--- src/rtl/systolic_mac_row_if.sv ---
// Sample stream and accumulator result bundle for systolic_mac_row.
interface systolic_mac_row_if #(
    parameter int unsigned N  = 4,
    parameter int unsigned DW = 16,
    parameter int unsigned AW = 32
);
    logic              in_valid;
    logic              in_first;
    logic              in_last;
    logic [DW-1:0]     b;
    logic [N*DW-1:0]   a;
    logic [N*AW-1:0]   c;
    logic [N-1:0]      c_done;

    // Producer side: drives samples, observes accumulators.
    modport master (
        output in_valid, in_first, in_last, b, a,
        input  c, c_done
    );

    // Row side: consumes samples, drives accumulators.
    modport slave (
        input  in_valid, in_first, in_last, b, a,
        output c, c_done
    );
endinterface

--- src/rtl/systolic_mac_row.sv ---
// 1xN output-stationary systolic MAC row: B and framing ripple PE to PE,
// each PE multiplies its own A lane and accumulates with optional saturation.
module systolic_mac_row #(
    parameter int unsigned N      = 4,
    parameter int unsigned DW     = 16,
    parameter int unsigned AW     = 32,
    parameter bit          SIGNED = 1'b1,
    parameter bit          SAT    = 1'b0
) (
    input  logic               clk,
    input  logic               rst_n,
    systolic_mac_row_if.slave  bus
);
    localparam int unsigned PW = 2 * DW;
    localparam int unsigned PD = (N > 1) ? N - 1 : 1;

    typedef struct packed {
        logic          valid;
        logic          first;
        logic          last;
        logic [DW-1:0] b;
    } stage_t;

    stage_t pipe_q [PD];
    stage_t stg    [N];

    // Stage view per PE: PE0 sees the live inputs, PE i sees register i-1.
    always_comb begin
        for (int unsigned i = 0; i < N; i++) begin
            stg[i] = '0;
        end
        stg[0].valid = bus.in_valid;
        stg[0].first = bus.in_first;
        stg[0].last  = bus.in_last;
        stg[0].b     = bus.b;
        for (int unsigned i = 1; i < N; i++) begin
            stg[i] = pipe_q[i-1];
        end
    end

    // Forwarding chain; shifts every cycle so bubbles travel as valid=0.
    always_ff @(posedge clk) begin
        if (!rst_n) begin
            for (int unsigned i = 0; i < PD; i++) begin
                pipe_q[i] <= '0;
            end
        end else begin
            for (int unsigned i = 0; i + 1 < N; i++) begin
                pipe_q[i] <= stg[i];
            end
        end
    end

    for (genvar g = 0; g < N; g++) begin : g_pe
        logic [DW-1:0] a_lane;
        logic [PW-1:0] a_x;
        logic [PW-1:0] b_x;
        logic [PW-1:0] prod;
        logic [AW-1:0] prod_ext;
        logic [AW-1:0] base;
        logic [AW:0]   sum;
        logic [AW-1:0] acc_d;
        logic [AW-1:0] acc_q;
        logic          done_q;

        assign a_lane = bus.a[g*DW +: DW];

        // Full-width product, extension to AW and (saturating) accumulate.
        always_comb begin
            a_x      = '0;
            b_x      = '0;
            prod_ext = '0;
            sum      = '0;
            acc_d    = '0;
            if (SIGNED) begin
                a_x = PW'($signed(a_lane));
                b_x = PW'($signed(stg[g].b));
            end else begin
                a_x = PW'(a_lane);
                b_x = PW'(stg[g].b);
            end
            prod = a_x * b_x;
            if (SIGNED) begin
                prod_ext = AW'($signed(prod));
            end else begin
                prod_ext = AW'(prod);
            end
            base = stg[g].first ? '0 : acc_q;
            if (SIGNED) begin
                sum   = {base[AW-1], base} + {prod_ext[AW-1], prod_ext};
                acc_d = sum[AW-1:0];
                if (SAT && (sum[AW] != sum[AW-1])) begin
                    acc_d = sum[AW] ? {1'b1, {(AW-1){1'b0}}} : {1'b0, {(AW-1){1'b1}}};
                end
            end else begin
                sum   = {1'b0, base} + {1'b0, prod_ext};
                acc_d = sum[AW-1:0];
                if (SAT && sum[AW]) begin
                    acc_d = '1;
                end
            end
        end

        // Accumulator holds on bubbles; done strobes after a last sample.
        always_ff @(posedge clk) begin
            if (!rst_n) begin
                acc_q  <= '0;
                done_q <= 1'b0;
            end else begin
                done_q <= stg[g].valid & stg[g].last;
                if (stg[g].valid) begin
                    acc_q <= acc_d;
                end
            end
        end

        assign bus.c[g*AW +: AW] = acc_q;
        assign bus.c_done[g]     = done_q;
    end
endmodule
--- src/flat_wrapper.sv ---
// flat-port wrapper written by rule: the top's interface ports become plain ports
module systolic_mac_row_flat 
#(
    parameter int unsigned N      = 4,
    parameter int unsigned DW     = 16,
    parameter int unsigned AW     = 32,
    parameter bit          SIGNED = 1'b1,
    parameter bit          SAT    = 1'b0
)
  (clk, rst_n, bus_in_valid, bus_in_first, bus_in_last, bus_b, bus_a, bus_c, bus_c_done);
  systolic_mac_row_if #(.N(N), .DW(DW), .AW(AW)) bus_i ();
  input  logic clk;
  input  logic rst_n;
  input wire logic [$bits(bus_i.in_valid)-1:0] bus_in_valid;
  input wire logic [$bits(bus_i.in_first)-1:0] bus_in_first;
  input wire logic [$bits(bus_i.in_last)-1:0] bus_in_last;
  input wire logic [$bits(bus_i.b)-1:0] bus_b;
  input wire logic [$bits(bus_i.a)-1:0] bus_a;
  output wire logic [$bits(bus_i.c)-1:0] bus_c;
  output wire logic [$bits(bus_i.c_done)-1:0] bus_c_done;
  assign bus_i.in_valid = bus_in_valid;
  assign bus_i.in_first = bus_in_first;
  assign bus_i.in_last = bus_in_last;
  assign bus_i.b = bus_b;
  assign bus_i.a = bus_a;
  assign bus_c = bus_i.c;
  assign bus_c_done = bus_i.c_done;
  systolic_mac_row #(.N(N), .DW(DW), .AW(AW), .SIGNED(SIGNED), .SAT(SAT)) u_core (.clk(clk), .rst_n(rst_n), .bus(bus_i));
endmodule
--- config.mk ---
export PLATFORM = sky130hd
export DESIGN_NAME = systolic_mac_row_flat
export DESIGN_NICKNAME = d
export VERILOG_FILES = /design/src/rtl/systolic_mac_row_if.sv /design/src/rtl/systolic_mac_row.sv /design/src/flat_wrapper.sv
export SDC_FILE = /design/constraint.sdc
export NUM_CORES = 2
export LEC_CHECK = 0
export ABC_AREA = 0
export BUFFER_PORTS_ARGS = -buffer_cell sky130_fd_sc_hd__buf_2
export CORE_MARGIN = 4
export CORE_UTILIZATION = 39
export CTS_CLUSTER_DIAMETER = 30
export DETAILED_ROUTE_END_ITERATION = 7
export PLACE_DENSITY = 0.57
export SLEW_MARGIN = 10
export SYNTH_ARGS = -nofsm -noshare
export SYNTH_HDL_FRONTEND = slang
export SYNTH_SLANG_ARGS = --single-unit
--- constraint.sdc ---
create_clock -name clk -period 6.6 [get_ports clk]
set_clock_uncertainty 0.05 [all_clocks]
set_input_delay 0.33 -clock clk [delete_from_list [all_inputs] [get_ports clk]]
set_output_delay 0.33 -clock clk [all_outputs]
set_load 0.1 [all_outputs]
==> run summary <==
status = completed
Seq pwr share = 7.2%
initial DRC count = 1,661
drt drc = 0
Critical Path AT = 6.67 ns
H-Tree Level Count = 4
synthesized instance count = 5,389
I/O Pins = 217
Syn Area/Cell = 9.29 sq um
pwr/cell area = 400 nW/um^2
most common cell after layout, fill and taps aside = inv_1
Wirelength per Cell = 18.6 um
Slowest-stage cell, CP = dfxtp_1
fin crit period = 6.31 ns
post-route cell area = 54,100 sq um
P_int = 9850 uW
sw frac = 54.4%
Final TNS setup = 0 ns
# rows = 131
Synth-to-Final Area Change = 7.94%
worst vdd ir = 680 uV
largest net degree at the start of global routing = 61
min-delay worst type = in -> reg
Pre-antenna DRT Iters = 5
top-area cell type share of the netlist area = 46.7%
vias in the first global route = 39,204
Comb pwr share = 87.6%
Final Hold Viols = 0
Syn Std Cell Area = 50,100 sq um
Core ar. = 128,000 sq um
critical path type = reg -> reg
crit share post-route = 95.7%
worst endpoint required time = 6.96 ns
cts bufs inserted = 17
RSZ-0062 raised after global routing = no
leakage = 0.0286 uW
I/O Buffers = 216
CP max stage delay = 0.68 ns
first-pass GRT wire length = 222,000 um
Vias/cell = 4.82
clock power share = 5.2%
Post-DRT Antenna Nets = 0
syn_nets = 7,034
GRT Util Overall = 21.1%
crit-path cells = buf_4, nand2_1, fa_1, inv_1, fa_1, fa_1, fa_1, fa_1, inv_1, fa_1, inv_1, ha_1, nand3_1, or3_1, nor2_1, nand2_1, o211a_1, a31o_2, o221ai_1, xnor2_1, o21ai_0
Die Y = 366 um
worst path buffer plus inverter count = 4
die area = 134,000 sq um
EDFF count, synth = 0
Startpoint Class = register
f_max = 158 MHz
FF+latch count, synth = 189
layout cells sized above 1 = 7.80%
Net count, final = 7,195
P_sw = 11,800 uW
Max-slew headroom = 37.7%
register area share after synthesis = 7.56%
RD Place Congestion = 0.853
area leader, netlist = fa_1
Slew Viols, Final = 0
CP Capture Type = register
crit path max fanout = 14
Clock Sinks = 189
Yosys warning count = 0
commonest cells after routing, fill and taps aside = inv_1, fa_1, and2_1, nand2_1, ha_1
final wirelength = 135,000 um
Main synth FF type = dfxtp_1
vias = 34,831
CP top delay family = adder cells
Setup-failing EPs final = 0
synth unique cells = 70
later-pin clock latency in the skew report = 0.54 ns
HPWL after DPL = 114,000 um
global route overflow = 0
initial antenna violation count = 17
Worst-Margin Slew = 0.931 ns
Max-Cap Viols = 0
asr flop ratio synth = 0%
top cells by area, synth = fa_1, inv_1, ha_1
die width = 366 um
Initial Utilization = 39.3%
CP dominant cell by count = fa_1
maximum buffer depth of the clock tree = 2
Area after DPL = 53,400 sq um
Reg clk slew, reported paths = 0.07 ns
CTS tree = done
Clock Root Buffer = clkbuf_16
fillers = 12,715
-- metal layers --
metal | GRT usage (%) | wire (um) | up-vias
met4 | 4.49 | 2260 | 4
met5 | 0 | 27 | -
met3 | 2.27 | 5040 | 105
met1 | 28.6 | 61400 | 17981
li1 | - | - | 16097
met2 | 36.5 | 66000 | 644
-- cell type report --
type                       instances  area, sq um  share of cell area, %
antenna                            8         20.0                 0.0370
clock buffer                      20          437                  0.808
clock inverter                    12          135                  0.250
inverter                        1337         5020                   9.29
multi-input combinational       3670        40600                   75.0
sequential                       189         3820                   7.07
tap                             1662         2080                   3.85
timing repair buffer             335         1980                   3.66
-- registers in the layout (all words and copies together), names as in the netlist --
register / flops
u_core.g_pe.acc_q: 128
u_core.pipe_q: 57
u_core.g_pe.done_q: 4
-- metrics by stage --
stage	setup WS (ns)	util, %	hold WS (ns)	power (uW)	std cells
2_1_floorplan	0.394	-	0.371	16400	5389
3_3_place_gp	0.150	41.9	0.387	20300	7192
3_5_place_dp	0.0445	41.9	0.402	20500	7192
4_1_cts	0.103	42.3	0.0240	21700	7224
5_1_grt	0.00438	42.4	0.0615	24400	7225
6_report	0.287	42.4	0.0728	21600	7233
-- logic make-up (layout without fill, tap and decap cells) --
logic type | count (synthesis) | in the layout | share of synthesized area, %
buf+inv | 1530 | 1704 | 11.5
xor+xnor | 145 | 145 | 2.54
simple gates | 1556 | 1556 | 15.9
fa+ha+maj | 1560 | 1560 | 56.5
other cells | 0 | 8 | 0
compound gates | 328 | 328 | 4.44
flops | 189 | 189 | 7.56
mux | 81 | 81 | 1.62
-- cell usage after synthesis (all sizes together), types with 4 or more instances --
master / number
inv: 1337
fa: 1168
and2: 548
nand2: 526
ha: 392
dfxtp: 189
nor2: 189
clkbuf: 181
nor2b: 145
xnor2: 113
a21oi: 90
mux2i: 79
o21ai: 64
a21o: 44
xor2: 32
nand2b: 30
nand3: 28
o21a: 20
a211oi: 19
nor3: 18
o211ai: 17
a31oi: 15
o21bai: 15
or3: 15
and3: 14
buf: 12
nand3b: 12
nand4: 10
o31ai: 8
a31o: 5
nor3b: 5
or2: 5
a211o: 4
o31a: 4
-- power by group through the flow --
stage / Combinational [uW] / Sequential [uW] / Clock, uW
6_report: 18900 / 1550 / 1130
5_1_grt: 21700 / 1580 / 1210
4_1_cts: 19000 / 1560 / 1180
3_5_place_dp: 18900 / 1580 / 0
3_3_place_gp: 18700 / 1580 / 0
2_1_floorplan: 13900 / 2460 / 0
-- path summary, 6_finish.rpt --
check / from / to / slack (ns) / depth (start not counted)
setup / recovery: u_core.pipe_q[0][31] / u_core.g_pe[2].acc_q[30] / 0.29 / 21
hold reg to reg: u_core.pipe_q[0][35] / u_core.pipe_q[0][54] / 0.41 / 1
setup reg to reg: u_core.pipe_q[0][31] / u_core.g_pe[2].acc_q[30] / 0.29 / 21
hold / removal: bus_in_last / u_core.g_pe[0].done_q / 0.07 / 2
-- timing repair --
| item | in CTS | in global routing |
|---|---|---|
| setup buffers | 0 | 1 |
| endpoints found under the setup margin | 0 | 21 |
| hold buffers | 0 | 0 |
| gates resized for setup | 0 | 35 |
No activity file was read; power rests on OpenSTA's default activity.
